**src/rtl/seven_seg_scanner_if.sv**
```systemverilog
// seven_seg_scanner_if
//   Groups the digit-load bus and the display drive lines of seven_seg_scanner.
//   load_valid : one-cycle strobe capturing digits_in/dp_in/blink_in
//   digits_in  : four hex nibbles, [3:0] = rightmost position 0
//   dp_in      : decimal point per position, 1 lights it
//   blink_in   : blink mask per position, 1 enables blinking
//   an         : anode select, active-low
//   seg        : segments, active-low, seg[6:0] = g..a, seg[7] = dp
//   master modport drives the load bus and observes the display;
//   slave modport is the scanner side.
interface seven_seg_scanner_if;
    logic        load_valid;
    logic [15:0] digits_in;
    logic [3:0]  dp_in;
    logic [3:0]  blink_in;
    logic [3:0]  an;
    logic [7:0]  seg;

    modport master (
        output load_valid, digits_in, dp_in, blink_in,
        input  an, seg
    );

    modport slave (
        input  load_valid, digits_in, dp_in, blink_in,
        output an, seg
    );
endinterface

```
**src/rtl/seven_seg_scanner.sv**
```systemverilog
// seven_seg_scanner
//   Time-multiplexed four-digit seven-segment driver. Digit loads land in a
//   pending set and are promoted to the displayed (active) set only on the
//   scan wrap 3 -> 0, so a frame never mixes old and new digits.
//   master_clk  : system clock, rising edge
//   rst         : synchronous active-high reset
//   clk_display : one-cycle scan-advance enable
//   clk_blink   : blink level; blanks masked digits while high
//   bus         : load bus in, an/seg out (seven_seg_scanner_if.slave)
//   frame_start : one-cycle pulse in the cycle after the wrap tick
module seven_seg_scanner #(
    parameter int unsigned NUM_DIGITS = 4
) (
    input  logic               master_clk,
    input  logic               rst,
    input  logic               clk_display,
    input  logic               clk_blink,
    seven_seg_scanner_if.slave bus,
    output logic               frame_start
);

    localparam int unsigned POS_W = $clog2(NUM_DIGITS);

    logic [POS_W-1:0] pos, pos_nx;
    logic [15:0]      act_dig, act_dig_nx, pend_dig, pend_dig_nx;
    logic [3:0]       act_dp, act_dp_nx, pend_dp, pend_dp_nx;
    logic [3:0]       act_bl, act_bl_nx, pend_bl, pend_bl_nx;
    logic             pend_flag, pend_flag_nx;
    logic             wrap;
    logic             blank;
    logic [3:0]       digit;
    logic [3:0]       an_nx;
    logic [7:0]       seg_nx;

    function automatic logic [6:0] hex7(input logic [3:0] d);
        case (d)
            4'h0: hex7 = 7'b1000000;
            4'h1: hex7 = 7'b1111001;
            4'h2: hex7 = 7'b0100100;
            4'h3: hex7 = 7'b0110000;
            4'h4: hex7 = 7'b0011001;
            4'h5: hex7 = 7'b0010010;
            4'h6: hex7 = 7'b0000010;
            4'h7: hex7 = 7'b1111000;
            4'h8: hex7 = 7'b0000000;
            4'h9: hex7 = 7'b0010000;
            4'hA: hex7 = 7'b0001000;
            4'hB: hex7 = 7'b0000011;
            4'hC: hex7 = 7'b1000110;
            4'hD: hex7 = 7'b0100001;
            4'hE: hex7 = 7'b0000110;
            default: hex7 = 7'b0001110;
        endcase
    endfunction

    always_comb begin
        wrap         = clk_display && (pos == POS_W'(NUM_DIGITS - 1));
        pos_nx       = clk_display ? pos + POS_W'(1) : pos;
        act_dig_nx   = act_dig;
        act_dp_nx    = act_dp;
        act_bl_nx    = act_bl;
        pend_dig_nx  = pend_dig;
        pend_dp_nx   = pend_dp;
        pend_bl_nx   = pend_bl;
        pend_flag_nx = pend_flag;

        // A load coinciding with the wrap bypasses the pending set entirely.
        if (bus.load_valid) begin
            if (wrap) begin
                act_dig_nx   = bus.digits_in;
                act_dp_nx    = bus.dp_in;
                act_bl_nx    = bus.blink_in;
                pend_flag_nx = 1'b0;
            end else begin
                pend_dig_nx  = bus.digits_in;
                pend_dp_nx   = bus.dp_in;
                pend_bl_nx   = bus.blink_in;
                pend_flag_nx = 1'b1;
            end
        end else if (wrap && pend_flag) begin
            act_dig_nx   = pend_dig;
            act_dp_nx    = pend_dp;
            act_bl_nx    = pend_bl;
            pend_flag_nx = 1'b0;
        end

        // Outputs are registered, so they are derived from the next-state
        // position and active set to keep one cycle of latency.
        digit  = act_dig_nx[{pos_nx, 2'b00} +: 4];
        blank  = act_bl_nx[pos_nx] && clk_blink;
        an_nx  = blank ? '1 : ~(4'b0001 << pos_nx);
        seg_nx = blank ? '1 : {~act_dp_nx[pos_nx], hex7(digit)};
    end

    always_ff @(posedge master_clk) begin
        if (rst) begin
            pos         <= '0;
            act_dig     <= '0;
            act_dp      <= '0;
            act_bl      <= '0;
            pend_dig    <= '0;
            pend_dp     <= '0;
            pend_bl     <= '0;
            pend_flag   <= 1'b0;
            bus.an      <= '1;
            bus.seg     <= '1;
            frame_start <= 1'b0;
        end else begin
            pos         <= pos_nx;
            act_dig     <= act_dig_nx;
            act_dp      <= act_dp_nx;
            act_bl      <= act_bl_nx;
            pend_dig    <= pend_dig_nx;
            pend_dp     <= pend_dp_nx;
            pend_bl     <= pend_bl_nx;
            pend_flag   <= pend_flag_nx;
            bus.an      <= an_nx;
            bus.seg     <= seg_nx;
            frame_start <= wrap;
        end
    end

endmodule

```
**src/flat_wrapper.sv**
```systemverilog
// flat-port wrapper written by rule: the top's interface ports become plain ports
module seven_seg_scanner_flat 
#(
    parameter int unsigned NUM_DIGITS = 4
)
  (master_clk, rst, clk_display, clk_blink, frame_start, bus_load_valid, bus_digits_in, bus_dp_in, bus_blink_in, bus_an, bus_seg);
  seven_seg_scanner_if bus_i ();
  input  logic master_clk;
  input  logic rst;
  input  logic clk_display;
  input  logic clk_blink;
  output logic frame_start;
  input wire logic [$bits(bus_i.load_valid)-1:0] bus_load_valid;
  input wire logic [$bits(bus_i.digits_in)-1:0] bus_digits_in;
  input wire logic [$bits(bus_i.dp_in)-1:0] bus_dp_in;
  input wire logic [$bits(bus_i.blink_in)-1:0] bus_blink_in;
  output wire logic [$bits(bus_i.an)-1:0] bus_an;
  output wire logic [$bits(bus_i.seg)-1:0] bus_seg;
  assign bus_i.load_valid = bus_load_valid;
  assign bus_i.digits_in = bus_digits_in;
  assign bus_i.dp_in = bus_dp_in;
  assign bus_i.blink_in = bus_blink_in;
  assign bus_an = bus_i.an;
  assign bus_seg = bus_i.seg;
  seven_seg_scanner #(.NUM_DIGITS(NUM_DIGITS)) u_core (.master_clk(master_clk), .rst(rst), .clk_display(clk_display), .clk_blink(clk_blink), .bus(bus_i), .frame_start(frame_start));
endmodule
```
**config.mk**
```make
export PLATFORM = sky130hd
export DESIGN_NAME = seven_seg_scanner_flat
export DESIGN_NICKNAME = d
export VERILOG_FILES = /design/src/rtl/seven_seg_scanner_if.sv /design/src/rtl/seven_seg_scanner.sv /design/src/flat_wrapper.sv
export SDC_FILE = /design/constraint.sdc
export NUM_CORES = 1
export LEC_CHECK = 0
export ABC_AREA = 1
export BUFFER_PORTS_ARGS = -buffer_cell sky130_fd_sc_hd__buf_2
export CORE_ASPECT_RATIO = 0.75
export CORE_UTILIZATION = 45
export CTS_BUF_LIST = sky130_fd_sc_hd__clkbuf_4 sky130_fd_sc_hd__clkbuf_8
export DETAILED_ROUTE_END_ITERATION = 7
export PLACE_DENSITY = 0.73
export SLEW_MARGIN = 20
export SYNTH_ARGS = -nofsm -noshare
export SYNTH_HDL_FRONTEND = slang
export SYNTH_SLANG_ARGS = --single-unit
export TNS_END_PERCENT = 10
```
**constraint.sdc**
```tcl
create_clock -name master_clk -period 2.09 [get_ports master_clk]
set_input_delay 0.418 -clock master_clk [delete_from_list [all_inputs] [get_ports master_clk]]
set_output_delay 0.418 -clock master_clk [all_outputs]
set_load 0.005 [all_outputs]
```
# ---- Yosys cells after proc, flatten, opt, wreduce, memory -nomap -nowiden
# Memories as Yosys holds them, arrays and structs flattened. A register that Yosys moved wholly into a read port is not among the register bits.
# Cells that the tools add are included.
dict set report op_classes {
  n_addsub 1
  order_cmp 1
  eq_ne 1
  n_shift 2
  muxes 17
  bitwise 3
  n_reduce_logical 6
}
# operator count
set ops {}
lappend ops {{$mux W16} 3}
lappend ops {{$mux W4} 6}
lappend ops {{$shiftx A16 B5 Y4} 1}
lappend ops {{$mux W1} 5}
lappend ops {{$bmux W1 S2} 2}
lappend ops {{$not A4 Y4} 1}
lappend ops {{$shl A1 B2 Y4 const A} 1}
lappend ops {{$logic_and A1 B1 Y1} 3}
lappend ops {{$lt A2 B3 Y1 const B} 1}
lappend ops {{$add A2 B1 Y2 const B} 1}
lappend ops {{$eq A2 B2 Y1 const B} 1}
lappend ops {{$mux W2} 1}
lappend ops {{$not A1 Y1} 2}
lappend ops {{$reduce_and A2 Y1} 1}
lappend ops {{$reduce_bool A2 Y1} 1}
lappend ops {{$reduce_or A2 Y1} 1}
dict set report word_totals {
  ff_bits 64
  mem_bits_ro 112
  in_bits 29
  output_inout_bits 13
  wordCells 43
  memories 1
}
# name words word_bits read_ports rd_clocked_by_memory_dff write_ports line_no
set memory_table {}
lappend memory_table {{(no name shown)} 16 7 1 1 0 seven_seg_scanner.sv:36} ;# case (d)

# ---- Depth between registers and ports, before layout
# Gate-level depths: netlist of run 1.
dict set report logic_depth {
  depth_word 9
  depth_mapped 16
  mapped_depth_nobuf 14
}

# ---- Worst setup path before layout of run 1
# Ideal clock, no wire load.
dict set report synth_timing {
  path_type {flip-flop to flip-flop}
  startpoint {reg u_core.pos[0]}
  endpoint {reg u_core.bus.seg[3]}
  setup_ns 0.123
  arrival_ns 2.081
  required_time_ns 1.967
  path_slack_ns -0.115
  stages_incl_launch_ff 17
  path_buffers 2
  synth_period_minus_slack_ns 2.205
  path_cell_list {dfxtp_1 > ha_1 > buf_2 > nand2_2 > inv_2 > buf_2 > nand2_1 > nand3_1 > nand3_1 > nand2_1 > nor2_1 > inv_1 > ha_1 > nand2_1 > nand2_1 > nand2_1 > nand3_1}
}
dict set report synth_via {
  elab_chain_len 9
  word_cells_on_any_way 16
  classes_between {add/sub (1); eq/ne (1); shift (1); mux (9); reduce/logical (4)}
}
# item line_no
set synth_rtl {}
lappend synth_rtl {{from (decl)} seven_seg_scanner.sv:24} ;# logic [POS_W-1:0] pos, pos_nx;
lappend synth_rtl {{from (signal assigned)} seven_seg_scanner.sv:109} ;# pos <= pos_nx;
lappend synth_rtl {{$eq A2 B2 Y1} seven_seg_scanner.sv:57} ;# wrap = clk_display && (pos == POS_W'(NUM_DIGITS - 1));
lappend synth_rtl {{$logic_and A1 B1 Y1} seven_seg_scanner.sv:57}
lappend synth_rtl {{$logic_and A1 B1 Y1} seven_seg_scanner.sv:80} ;# end else if (wrap && pend_flag) begin
lappend synth_rtl {{$mux W4} seven_seg_scanner.sv:80}
lappend synth_rtl {{$mux W4} seven_seg_scanner.sv:68} ;# if (bus.load_valid) begin
lappend synth_rtl {{$bmux W1 S2} seven_seg_scanner.sv:90} ;# blank = act_bl_nx[pos_nx] && clk_blink;
lappend synth_rtl {{$mux W1 (not written as such)} seven_seg_scanner.sv:90}
lappend synth_rtl {{$logic_and A1 B1 Y1} seven_seg_scanner.sv:90}
lappend synth_rtl {{$reduce_or A2 Y1 (no source line)} n/a}
lappend synth_rtl {{to (decl)} seven_seg_scanner_if.sv:26} ;# output an, seg
# Several ways; a longest one is shown, not always the timed one. The select of a mux whose other input is x is not followed.
# A chain may end at the register's enable or synchronous reset.

# ---- Final worst setup path of run 1
dict set report layout_timing {
  startpoint {reg u_core.pos[1]}
  endpoint {reg u_core.bus.seg[2]}
}
# The elaborated chain is that of the path after synthesis.

==> results by stage, run 1 <==
Min path:
- The startpoint of the most critical hold path is bus_digits_in[15].
- The path class of the tightest hold or removal check is in2reg.
- The worst hold path passes through 3 cells.
- The worst hold path terminates at u_core.pend_dig[15].

GRT:
- The met3 track utilization from global routing is 6.61%.
- The busiest metal layer after global routing is met2.
- The number of antenna violations at the first check in global routing is 0.
- The first global-routing pass estimated 14.8 mm of wire.
- Global routing consumed, on the met2 layer, 41.8% of the routing resources.
- For met1 alone, demand over resource in global routing was 34.2%.
- The total routing resource utilization after global routing is 25.8%.
- Entering global routing, the biggest net connects 27 pins.
- The number of global-route vias before repair came to 3,091.
- The total congestion overflow is 0.

Floorplan:
- Measured along the y axis, the die boundary spans 75.4 um.
- The starting utilization of the core area is 47.0%.
- The floorplan step defined a core boundary enclosing 6860 sq um.
- During I/O placement, the number of pins put on the boundary was 42.
- The overall die area is 7520 sq um.
- The die is 99.8 um wide.
- Row generation in the floorplan step produced 26 rows.

Clocking:
- The maximum buffer depth of the clock tree is 2.
- TritonCTS built the clock tree.
- The number of clock sinks is 64.
- The buffer cell driving the clock tree root is clkbuf_8.
- Clock-pin slew was measured on the worst setup and hold paths at 70 ps.
- Clock tree synthesis inserted a total of 9 buffers.
- The clock insertion delay at the later pin of the skew report is 340 ps.
- The clock tree synthesis step divided the H-tree into 3 levels.

Pwr:
- The relative contribution of combinational cells to total power is 25.3%.
- The share of total power dissipated in the clock network is 29.7%.
- The switching power is 0.957 mW.
- The static power due to leakage is 1.87 nW.
- In this run the power density over the cells is 738 nW/um^2.
- Overall power consumption after layout is estimated at 3.03 mW.
- IR analysis of the VDD net gives a maximum drop of 0.398 mV.
- Net switching is 31.6% of the power.
- The internal power consumption is 2.08 mW.
- Sequential cells account for 45.0% of the total power.

Worst setup path:
- The endpoint of the worst-slack reg-to-reg timing path is u_core.bus.seg[2].
- The path depth of the worst reg2reg path is 13.
- The slack of the worst reg-to-reg path is 100 ps.
- The critical path is of the reg2reg type.
- The longest individual stage delay on the worst path is 360 ps.
- STA classifies the critical path endpoint as a flop.
- The kind of start point of the critical path is a flop.
- The data required time of the critical path is 2300 ps.
- The data arrival time of the critical path is 2200 ps.
- The worst register-to-register path begins at u_core.pos[1].
- In this run the worst setup path begins at u_core.pos[1].
- The sum of buffers and inverters on the critical path is 2.
- Along the worst path, the maximum fanout reaches 6.
- Among cell families on the critical path, the largest total delay comes from simple AND/OR/NAND/NOR gates.
- The slowest stage of the critical path is the dfxtp_2 cell.
- The signal on the critical path passes through ha_4 -> nand2_8 -> nor2_4 -> nand2_1 -> nand3_1 -> nand2_2 -> o21ai_4 -> inv_1 -> nand2_2 -> ha_2 -> inv_1 -> nand3_1 -> o211ai_1.

Route:
- The post-route antenna net violation count is 0.
- Dividing the detail-routed wire length by the instance count gives 13.9 um.
- For this run, design rule violations remaining after detail routing come to 0.
- The via count of the routed design is 3,430.
- The length of the first detailed-routing pass in iterations is 5.
- The total wire length is 9.11 mm.
- The number of vias per cell is 5.22.
- For this block, the initial DRC count from the detailed router was 244.

Synthesis:
- The number of distinct standard cells referenced by the synthesized netlist is 27.
- The average footprint of a synthesized cell is 6.69 sq um.
- Counting every net in the synthesized netlist gives 519.
- The portion of the post-synthesis area used by sequential elements is 39.7%.
- The Yosys step of the flow raised 0 warnings.
- After synthesis the cells add up to 3230 sq um.
- After synthesis the netlist holds a flip-flop and latch count of 64.
- The cell count after synthesis is 483.

Final layout:
- The core utilization of the finished layout is 59.8%.
- The number of antenna repair diodes is 0.
- Compared with the post-synthesis result, the final layout area differs by 27.2%.
- The fraction of layout instances using a drive strength above 1 is 27.0%.
- The total number of nets in the final design is 592.
- The layout has 651 filler cells.

Timing:
- The final total negative setup slack is 0 ps.
- The count of pins over their slew limit is 0.
- Across the routed clock network, the largest skew measured is 9.25 ps.
- At the pin with the least slew margin, the transition time is 579 ps.
- Counting I/O delays and the setup requirement, the final critical path takes 1990 ps.
- The final clock period utilization by the worst path is 95.2%.
- Setup violations remaining at the end of the flow were counted as 0.
- Hold is met by 331 ps.
- Setup repair after global routing could not meet its margin everywhere.
- The maximum clock rate is 502 MHz.
- In this run the tightest slew margin relative to its limit is 61.4%.
- The final-report hold violation count is 0.

Outcome:
- The run finished with clean final reports.

Placed design:
- The count of input and output buffers is 41.
- The global placer's final weighted congestion is 0.873.
- The final HPWL from detailed placement is 6.48 mm.

Flow run:
- The number of max-cap violations is 0.
[final cells by class]
class | instances | area, sq um | share of cell area [%]
repair buffers | 87 | 571 | 13.9
well taps | 98 | 123 | 2.99
multi-input cells | 359 | 1830 | 44.7
inverters | 35 | 134 | 3.26
clock inverters | 4 | 22.5 | 0.548
flip-flops and latches | 64 | 1280 | 31.3
clock buffers | 10 | 138 | 3.35
[worst max-delay path by stage]
stage / end / slack (ps) / depth (start not counted)
floorplan: u_core.bus.seg[3] / -10 / 16
global placement: u_core.bus.seg[2] / -170 / 14
detailed placement: u_core.bus.seg[2] / -200 / 13
CTS: u_core.bus.seg[3] / 0.7 / 14
global route: u_core.bus.seg[3] / -30 / 14
finish: u_core.bus.seg[2] / 100 / 13
[worst reg2reg max path, delay by kind of cell, from the launching register on]
| family | cells | cell delay [ps] |
|---|---|---|
| flip-flops | 1 | 360 |
| AND/OR/NAND/NOR | 7 | 670 |
| buffers and inverters | 2 | 130 |
| adder cells (fa/ha/maj) | 2 | 420 |
| AO/OA/AOI/OAI | 2 | 270 |
[cells in the mapped netlist]
cell type,instances,area [sq um]
buf_6,1,11.3
nor2_8,1,20.0
o21ai_1,3,15.0
o21ai_0,4,20.0
nand3_1,71,355
buf_2,11,55.1
o211ai_1,4,30.0
clkbuf_1,10,37.5
nor2_1,33,124
nand2_1,176,661
o21ai_2,2,17.5
inv_1,27,101
nor2_4,3,33.8
a31o_2,2,17.5
buf_1,1,3.75
dfxtp_1,64,1280
nand3_2,1,10.0
a21oi_1,28,140
clkinv_1,1,3.75
a211oi_1,8,60.1
nor2_2,6,37.5
ha_1,7,87.6
nand4_1,6,37.5
inv_2,7,26.3
nand2_2,2,12.5
buf_4,3,22.5
o21bai_1,1,7.51
[cells in the final DEF (no fill, tap or decap), drive strengths merged]
master,instances
a211oi,8
a21oi,28
a31o,2
buf,87
clkbuf,10
clkinv,4
clkinvlp,1
dfxtp,64
ha,7
inv,34
nand2,178
nand3,72
nand4,6
nor2,44
o211ai,4
o21ai,9
o21bai,1
[registers in the layout, indices dropped and copies added (netlist names)]
name,count
u_core.act_bl,4
u_core.act_dig,16
u_core.act_dp,4
u_core.bus.an,4
u_core.bus.seg,8
u_core.frame_start,1
u_core.pend_bl,4
u_core.pend_dig,16
u_core.pend_dp,4
u_core.pend_flag,1
u_core.pos,2
[cell families (layout without fill, tap and decap cells)]
| logic type | count (synthesis) | count (layout) | share of synthesized area [%] |
|---|---|---|---|
| flip-flops | 64 | 64 | 39.7 |
| AND/OR/NAND/NOR | 299 | 300 | 40.0 |
| adder cells (fa/ha/maj) | 7 | 7 | 2.71 |
| buffers and inverters | 61 | 136 | 8.10 |
| AO/OA/AOI/OAI | 52 | 52 | 9.53 |
[metrics by stage]
stage	setup WS, ps	instance area [sq um]	instances
detailed placement	-205	3750	637
finish	99.8	4110	657
CTS	0.684	3960	652
global route	-32.7	4110	657
global placement	-174	3750	637
floorplan	-12.0	3240	483
[routing by layer]
layer	wire length, um	part of all wire [%]
met1	4190	46
met2	4010	44
met3	716	7.9
met4	195	2.1
met5	0	0
[power groups by stage]
stage / Sequential [mW] / Clock [mW] / Combinational [mW]
after global routing: 1.37 / 0.980 / 0.860
final: 1.36 / 0.901 / 0.766
after detailed placement: 1.39 / 0 / 0.692
after floorplan: 1.38 / 0 / 0.436
after global placement: 1.39 / 0 / 0.675
after CTS: 1.36 / 0.927 / 0.707
[repair_timing]
action | in CTS | in global routing
setup buffers | 0 | 5
hold buffers | 0 | 0
gates cloned | 1 | 0
setup endpoints to repair | 7 | 8
pin swaps | 1 | 8
gates resized for setup | 8 | 29
(Power assumes the default switching activity.)
==> run 2: changes to the inputs <==
--- a/config.mk
+++ b/config.mk
@@ -8,10 +8,10 @@
 export ABC_AREA = 1
 export BUFFER_PORTS_ARGS = -buffer_cell sky130_fd_sc_hd__buf_2
 export CORE_ASPECT_RATIO = 0.75
-export CORE_UTILIZATION = 45
+export CORE_UTILIZATION = 50
 export CTS_BUF_LIST = sky130_fd_sc_hd__clkbuf_4 sky130_fd_sc_hd__clkbuf_8
 export DETAILED_ROUTE_END_ITERATION = 7
-export PLACE_DENSITY = 0.73
+export PLACE_DENSITY = 0.79
 export SLEW_MARGIN = 20
 export SYNTH_ARGS = -nofsm -noshare
 export SYNTH_HDL_FRONTEND = slang
==> constraint.sdc (replaced) <==
create_clock -name master_clk -period 1.8 [get_ports master_clk]
set_input_delay 0.36 -clock master_clk [delete_from_list [all_inputs] [get_ports master_clk]]
set_output_delay 0.36 -clock master_clk [all_outputs]
set_load 0.005 [all_outputs]
==> run 2 against run 1 <==
Net effect:
- combinational power up 46%
- register-to-register slack got worse by 380 ps
- sequential cell count stayed put
- sequential share of layout area shrank 2.8 points
- cell count decreased by 0.61%
- clock skew increased by 2.6 ps
- largest cell class unchanged
- the run now ends with setup timing left
- total power up 36%
- sequential power grew 17%
==> results by stage, run 2 (synthesized netlist as in run 1, its figures left out) <==
Outcome:
- Result of the run: complete, but fails checks (was finished clean).
- The final reports fail on setup timing.

GRT:
- The total congestion overflow is 0 (unchanged).
- The number of global-route vias before repair is 3,341 (was 3,091).
- The pin count of the biggest net entering global routing is 28 (was 27).
- The number of antenna violations at the first check in global routing is 0 (unchanged).
- The total routing resource utilization after global routing came to 30.0% (was 25.8%).
- The first-pass GRT wire length was 15.3 mm (was 14.8 mm).

Worst setup path:
- The gate family responsible for the most delay along the worst path is simple AND/OR/NAND/NOR gates (unchanged).
- The capturing instance or port of the critical path was u_core.bus.seg[4] (was u_core.bus.seg[2]).
- The endpoint of the worst-slack reg-to-reg timing path is u_core.bus.seg[4] (was u_core.bus.seg[2]).
- The kind of start point of the critical path is a flop (unchanged).
- The longest individual stage delay on the worst path was 360 ps (about the same).
- The type of the worst setup path is reg2reg (unchanged).
- The sum of buffers and inverters on the critical path is 2 (unchanged).
- The data required time of the critical path came to 2040 ps (was 2300 ps).
- The worst-path maximum fanout is 6 (unchanged).
- The sort of element at the end of the critical path is a flop (unchanged).
- The count of cell instances traversed by the critical path is 15 (was 13).
- The data arrival time of the critical path was 2330 ps (was 2200 ps).
- Chain of cells forming the critical path: ha_4 -> nand2_8 -> nor2_4 -> buf_6 -> nand2_1 -> nand3_1 -> nand3_2 -> nand2_2 -> nor2_4 -> buf_6 -> ha_4 -> nand2_4 -> nor2_2 -> nor2_1 -> nand2_1 (was ha_4 -> nand2_8 -> nor2_4 -> nand2_1 -> nand3_1 -> nand2_2 -> o21ai_4 -> inv_1 -> nand2_2 -> ha_2 -> inv_1 -> nand3_1 -> o211ai_1).
- The worst reg2reg path startpoint is u_core.pos[1] (unchanged).
- The launching element of the worst setup path is u_core.pos[1] (unchanged).
- The path depth of the worst reg2reg path is 15 (was 13).
- The slowest stage cell on the critical path is dfxtp_2 (unchanged).
- The slack of the worst reg-to-reg path was -280 ps (was 100 ps).

Clocking:
- The CTS tree is built (unchanged).
- The number of CTS-inserted buffers is 9 (unchanged).
- The clock insertion delay at the later pin of the skew report was 350 ps (was 340 ps).
- The number of clock sinks is 64 (unchanged).
- The maximum buffer depth of the clock tree is 2 (unchanged).
- The clock transition at the register clock pins on the worst setup and hold paths after CTS is 70 ps (about the same).
- The buffer cell driving the clock tree root is clkbuf_8 (unchanged).
- The maximum level of the CTS H-tree is 3 (unchanged).
- The count of hold-fix buffers inserted at cts is 0 (unchanged).

Route:
- The length of the first detailed-routing pass in iterations came to 5 (unchanged).
- The DRC violation count after routing was 0 (unchanged).
- The average wire length per cell after detail routing was 16.4 um (was 13.9 um).
- The via count of the routed design is 3,719 (was 3,430).
- The detailed router's first-iteration violation count is 427 (was 244).
- The post-route antenna net violation count is 0 (unchanged).
- The number of vias per cell is 5.70 (was 5.22).
- The total wire length is 10.7 mm (was 9.11 mm).

Floorplan:
- The floorplan row count is 24 (was 26).
- The die extent in y is 71.6 um (was 75.4 um).
- The area of the core region came to 6010 sq um (was 6860 sq um).
- The I/O pin total was 42 (unchanged).
- The overall die width came to 94.8 um (was 99.8 um).
- The overall die area is 6790 sq um (was 7520 sq um).
- The starting utilization of the core area is 53.8% (was 47.0%).

Final layout:
- Largest regs: u_core.act_dig: 16 flops, u_core.pend_dig: 16 flops, u_core.bus.seg: 8 flops (unchanged).
- Most frequent cells in the layout: 156 x nand2_1, 61 x dfxtp_1, 58 x nand3_1 (was 168 x nand2_1, 65 x nand3_1, 61 x dfxtp_1).
- The relative area change from synthesis to final layout came to 39.5% (was 27.2%).
- The most common library cell in the layout ignoring fill and taps is nand2_1 (unchanged).
- The core utilization of the finished layout is 75.0% (was 59.8%).
- The number of antenna repair diodes is 0 (unchanged).
- The total number of nets in the final design is 607 (was 592).
- The final design area excluding fillers was 4500 sq um (was 4110 sq um).
- The fraction of layout instances using a drive strength above 1 was 33.4% (was 27.0%).

Placed design:
- The final HPWL from detailed placement is 6.61 mm (was 6.48 mm).
- The count of input and output buffers is 41 (unchanged).
- The global placer's final weighted congestion was 0.909 (was 0.873).
- The area after detailed placement was 3890 sq um (was 3750 sq um).
- The worst setup slack before clock tree synthesis came to -352 ps (was -205 ps).

Pwr:
- The power density over the cells came to 916 nW/um^2 (was 738 nW/um^2).
- The static power due to leakage is 2.05 nW (was 1.87 nW).
- The largest voltage drop on the vdd net came to 0.447 mV (was 0.398 mV).

Timing:
- The actual transition at the worst max-transition pin is 450 ps (was 579 ps).
- The post-layout minimum cycle time is 2080 ps (was 1990 ps).
- The final worst clock skew came to 11.9 ps (was 9.25 ps).
- RSZ-0062 raised after global routing: yes (unchanged).
- The final count of negative-setup-slack endpoints was 12 (was 0).
- The maximum clock rate is 480 MHz (was 502 MHz).
- The final clock period utilization by the worst path is 116% (was 95.2%).
- The worst setup slack after layout was -284 ps (was 99.8 ps).
- The final-report hold violation count is 0 (unchanged).
- The count of pins over their slew limit was 0 (unchanged).
- The headroom to the max-slew limit is 70.0% (was 61.4%).

Min path:
- The worst hold path class is in2reg (unchanged).

Flow run:
- The number of max-cap violations came to 0 (unchanged).
==> run 2: changes by cell type in the layout (fill, tap and decap cells not counted), moves of 3 or more <==
cell	delta
nand2_2	+7
buf_6	+7
nand2_1	-12
nand3_2	+7
ha_1	-3
nand2_4	+5
nand3_1	-7
ha_4	+4
buf_12	+6
==> run 2: worst min-delay path by stage <==
stage | start | end | slack (ps) | cells after the start
after global placement | u_core.pend_dig[12] | u_core.pend_dig[12] | 450 | 2
after CTS | bus_dp_in[3] | u_core.pend_dp[3] | 260 | 3
final | bus_blink_in[1] | u_core.pend_bl[1] | 270 | 3
after detailed placement | u_core.pend_dig[7] | u_core.pend_dig[7] | 450 | 2
after global routing | bus_dp_in[3] | u_core.pend_dp[3] | 260 | 3
after floorplan | u_core.pend_bl[0] | u_core.pend_bl[0] | 440 | 2
==> run 2: layout make-up <==
| type | instances | area (sq um) |
|---|---|---|
| Sequential cell | 64 | 1280 |
| Multi-Input combinational cell | 359 | 1980 |
| Clock buffer | 12 | 159 |
| Fill cell | 449 | 1500 |
| Timing Repair Buffer | 102 | 785 |
| Tap cell | 78 | 97.6 |
| Clock inverter | 3 | 65.1 |
| Inverter | 35 | 134 |
==> run 2: layer usage <==
| layer | part of all wire, % | track usage (%) | vias up | wire [um] |
|---|---|---|---|---|
| met3 | 8.7 | 7.96 | 54 | 932 |
| li1 | - | - | 1739 | - |
| met1 | 41 | 36.7 | 1709 | 4410 |
| met2 | 46 | 49.2 | 217 | 4920 |
| met5 | 0 | 0 | - | 0 |
| met4 | 4.1 | 14.5 | 0 | 438 |
==> run 2: metrics by stage <==
stage / power, mW / hold slack, ps / cells / TNS, ps
6_report: 4.13 / 271 / 653 / -2120
5_1_grt: 4.30 / 263 / 653 / -2910
4_1_cts: 3.96 / 261 / 645 / -1020
3_5_place_dp: 2.48 / 452 / 627 / -3270
3_3_place_gp: 2.46 / 447 / 627 / -2590
2_1_floorplan: 2.12 / 440 / 483 / -1110
==> run 2: worst register-to-register path, delay by kind of cell, from the launching register on <==
kind / cells / cell delay [ps]
flops: 1 / 360
fa+ha+maj: 2 / 380
simple gates: 11 / 980
buf+inv: 2 / 260
==> run 2: power breakdown <==
part / leakage, nW / internal, mW / switching (mW)
Combinational: 1.40 / 0.468 / 0.649
Sequential: 0.530 / 1.53 / 0.0566
Clock: 0.116 / 0.862 / 0.558
==> run 2: repair_timing <==
action / in CTS / in global routing
gates cloned: 0 / 1
setup buffers: 3 / 7
pin swaps: 6 / 19
endpoints found under the setup margin: 12 / 12
resized for setup: 33 / 40
==> run 3: changes to the inputs <==
--- a/config.mk
+++ b/config.mk
@@ -11,7 +11,7 @@
 export CORE_UTILIZATION = 50
 export CTS_BUF_LIST = sky130_fd_sc_hd__clkbuf_4 sky130_fd_sc_hd__clkbuf_8
 export DETAILED_ROUTE_END_ITERATION = 7
-export PLACE_DENSITY = 0.79
+export PLACE_DENSITY = 0.77
 export SLEW_MARGIN = 20
 export SYNTH_ARGS = -nofsm -noshare
 export SYNTH_HDL_FRONTEND = slang
==> constraint.sdc (replaced) <==
create_clock -name master_clk -period 2.4 [get_ports master_clk]
set_input_delay 0.48 -clock master_clk [delete_from_list [all_inputs] [get_ports master_clk]]
set_output_delay 0.48 -clock master_clk [all_outputs]
set_load 0.005 [all_outputs]
==> run 3 against run 2 <==
Net effect:
- the run now ends clean
- register-to-register slack improved by 510 ps
- hold slack improved by 110 ps
- largest power group unchanged
- non-clock buffer count decreased by 32
- highest routed layer unchanged
- combinational power decreased by 46%
- clock skew increased by 1.8 ps
- largest cell class unchanged
- critical path type unchanged
- count of clock-buffer cells in the layout decreased by 2
- clock power decreased by 35%
- final area decreased by 14%
- sequential power decreased by 26%
==> results by stage, run 3 (synthesized netlist as in run 1, its figures left out) <==
Outcome:
- Result of the run: finished clean (was complete, but fails checks).

Final layout:
- The total number of nets in the final design is 575 (was 607).
- The relative area change from synthesis to final layout came to 20.1% (was 39.5%).
- The final instance count without filler cells is 622 (was 653).
- The most common library cell in the layout ignoring fill and taps is nand2_1 (unchanged).
- The number of antenna repair diodes is 0 (unchanged).
- Most frequent cells in the layout: 176 x nand2_1, 71 x nand3_1, 64 x dfxtp_1 (was 156 x nand2_1, 61 x dfxtp_1, 58 x nand3_1).
- The fraction of layout instances using a drive strength above 1 was 21.3% (was 33.4%).
- The number of fill cells is 542 (was 449).
- Largest regs: u_core.act_dig: 16 flops, u_core.pend_dig: 16 flops, u_core.bus.seg: 8 flops (unchanged).

Timing:
- The final-report hold violation count is 0 (unchanged).
- The final count of negative-setup-slack endpoints is 0 (was 12).
- The final total negative setup slack is 0 ps (was -2120 ps).
- The headroom to the max-slew limit is 49.3% (was 70.0%).
- The count of pins over their slew limit came to 0 (unchanged).
- The final worst clock skew was 13.7 ps (was 11.9 ps).
- The actual transition at the worst max-transition pin was 759 ps (was 450 ps).
- The maximum clock rate came to 460 MHz (was 480 MHz).
- The worst setup slack after layout is 227 ps (was -284 ps).
- The final clock period utilization by the worst path is 90.5% (was 116%).
- The post-layout minimum cycle time is 2170 ps (was 2080 ps).

Clocking:
- The count of hold-fix buffers inserted at cts came to 0 (unchanged).
- The clock insertion delay at the later pin of the skew report is 360 ps (was 350 ps).
- The number of CTS-inserted buffers came to 9 (unchanged).
- The maximum buffer depth of the clock tree is 2 (unchanged).
- The buffer cell driving the clock tree root was clkbuf_8 (unchanged).
- The CTS tree is built (unchanged).
- The number of clock sinks came to 64 (unchanged).
- The maximum level of the CTS H-tree is 3 (unchanged).
- The clock transition at the register clock pins on the worst setup and hold paths after CTS is 70 ps (about the same).

Worst setup path:
- The longest individual stage delay on the worst path is 330 ps (was 360 ps).
- The worst reg2reg path startpoint is u_core.pos[0] (was u_core.pos[1]).
- The kind of start point of the critical path is a flop (unchanged).
- The sort of element at the end of the critical path is a flop (unchanged).
- The slowest stage cell on the critical path is dfxtp_1 (was dfxtp_2).
- The worst-path maximum fanout is 13 (was 6).
- The data required time of the critical path is 2640 ps (was 2040 ps).
- The sum of buffers and inverters on the critical path came to 2 (unchanged).
- The slack of the worst reg-to-reg path is 230 ps (was -280 ps).
- The path depth of the worst reg2reg path is 14 (was 15).
- The type of the worst setup path is reg2reg (unchanged).
- The gate family responsible for the most delay along the worst path is simple AND/OR/NAND/NOR gates (unchanged).
- The data arrival time of the critical path came to 2420 ps (was 2330 ps).
- Chain of cells forming the critical path: ha_2 -> nand2_2 -> buf_12 -> nor2_4 -> nand2_1 -> nand3_1 -> nand3_1 -> o21ai_2 -> nor2_2 -> ha_1 -> nand3_1 -> nand2_1 -> inv_1 -> nand2_1 (was ha_4 -> nand2_8 -> nor2_4 -> buf_6 -> nand2_1 -> nand3_1 -> nand3_2 -> nand2_2 -> nor2_4 -> buf_6 -> ha_4 -> nand2_4 -> nor2_2 -> nor2_1 -> nand2_1).
- The endpoint of the worst-slack reg-to-reg timing path was u_core.bus.seg[1] (was u_core.bus.seg[4]).

GRT:
- The first-pass GRT wire length was 14.0 mm (was 15.3 mm).
- The number of global-route vias before repair is 3,061 (was 3,341).
- The number of antenna violations at the first check in global routing is 0 (unchanged).
- The total congestion overflow came to 0 (unchanged).
- The total routing resource utilization after global routing came to 27.1% (was 30.0%).
- The pin count of the biggest net entering global routing is 31 (was 28).

Pwr:
- The static power due to leakage was 1.79 nW (was 2.05 nW).
- The power density over the cells is 698 nW/um^2 (was 916 nW/um^2).
- The largest voltage drop on the vdd net is 0.414 mV (was 0.447 mV).
- The final total power is 2.71 mW (was 4.13 mW).

Placed design:
- The final HPWL from detailed placement is 6.01 mm (was 6.61 mm).
- The count of input and output buffers is 41 (unchanged).
- The cell count after placement is 605 (was 627).
- The global placer's final weighted congestion came to 0.873 (was 0.909).
- The worst setup slack before clock tree synthesis came to -121 ps (was -352 ps).

Flow run:
- The number of max-cap violations came to 0 (unchanged).

Route:
- The total wire length came to 8.63 mm (was 10.7 mm).
- The length of the first detailed-routing pass in iterations is 6 (was 5).
- The DRC violation count after routing came to 0 (unchanged).
- The via count of the routed design came to 3,358 (was 3,719).
- The post-route antenna net violation count is 0 (unchanged).
- The detailed router's first-iteration violation count is 258 (was 427).
- The average wire length per cell after detail routing is 13.9 um (was 16.4 um).
- The number of vias per cell is 5.40 (was 5.70).

Min path:
- The worst hold path class was in2reg (unchanged).
- The number of cells on the worst hold path is 3 (unchanged).
- The startpoint of the most critical hold path is bus_dp_in[3] (was bus_blink_in[1]).
- The worst min-delay path endpoint is u_core.pend_dp[3] (was u_core.pend_bl[1]).

Floorplan:
- The I/O pin total is 42 (unchanged).
- The starting utilization of the core area is 53.8% (unchanged).
- The overall die area is 6790 sq um (unchanged).
- The overall die width came to 94.8 um (unchanged).
- The die extent in y is 71.6 um (unchanged).
- The area of the core region is 6010 sq um (unchanged).
- The floorplan row count is 24 (unchanged).
run 3: changes by cell type in the layout (fill, tap and decap cells not counted), sizes merged, moves of 2 or more:
cell / previous run / this run
buf: 102 / 70
clkbuf: 12 / 10
clkinv: 2 / 4
clkinvlp: 0 / 2
run 3: layer usage:
metal / part of all wire (%) / vias to the layer above / GRT usage, %
met4: 1.8 / 0 / 10.3
met2: 43 / 140 / 41.4
met5: 0 / - / 0
met1: 46 / 1520 / 36.0
li1: - / 1675 / -
met3: 8.7 / 23 / 8.17
run 3: cell type report:
class | count | area (sq um) | area share, %
clock buffers | 10 | 131 | 3.39
clock inverters | 6 | 60.1 | 1.55
inverters | 35 | 131 | 3.39
multi-input cells | 359 | 1720 | 44.3
flip-flops and latches | 64 | 1280 | 33.0
well taps | 78 | 97.6 | 2.52
repair buffers | 70 | 460 | 11.9
run 3: stage by stage:
stage               hold slack [ps]  area (sq um)  util (%)
floorplan                       440          3230         -
finish                          380          3880      64.6
global placement                451          3660      60.9
CTS                             375          3850      64.1
global route                    387          3880      64.6
detailed placement              457          3660      60.9
run 3: power by group:
group          internal, mW  total (mW)  switching (mW)
logic                 0.231       0.600           0.369
registers              1.15        1.18          0.0333
clock network         0.485       0.925           0.440
run 3: worst max-delay path by stage:
stage,end,slack (ps),from,cells after the start
CTS,u_core.bus.seg[1],60,u_core.pos[0],14
detailed placement,u_core.bus.seg[6],-120,clk_display,14
global route,u_core.bus.seg[4],-20,u_core.pos[1],15
global placement,u_core.bus.seg[6],-60,clk_display,14
finish,u_core.bus.seg[1],230,u_core.pos[0],14
floorplan,u_core.bus.seg[3],190,bus_load_valid,13
run 3: repair_timing:
item / 4_1_cts / 5_1_grt
gates resized for setup: 1 / 6
setup buffers: 0 / 0
pin swaps: 0 / 1
gates cloned: 0 / 1
endpoints found under the setup margin: 2 / 7
run 3: worst register-to-register path: cells and delay by family, from the launching register on:
family | cells | cell delay, ps
AOI/OAI and AO/OA | 1 | 100
and+or+nand+nor | 9 | 890
adders and majority gates | 2 | 550
buffers and inverters | 2 | 210
DFF | 1 | 330
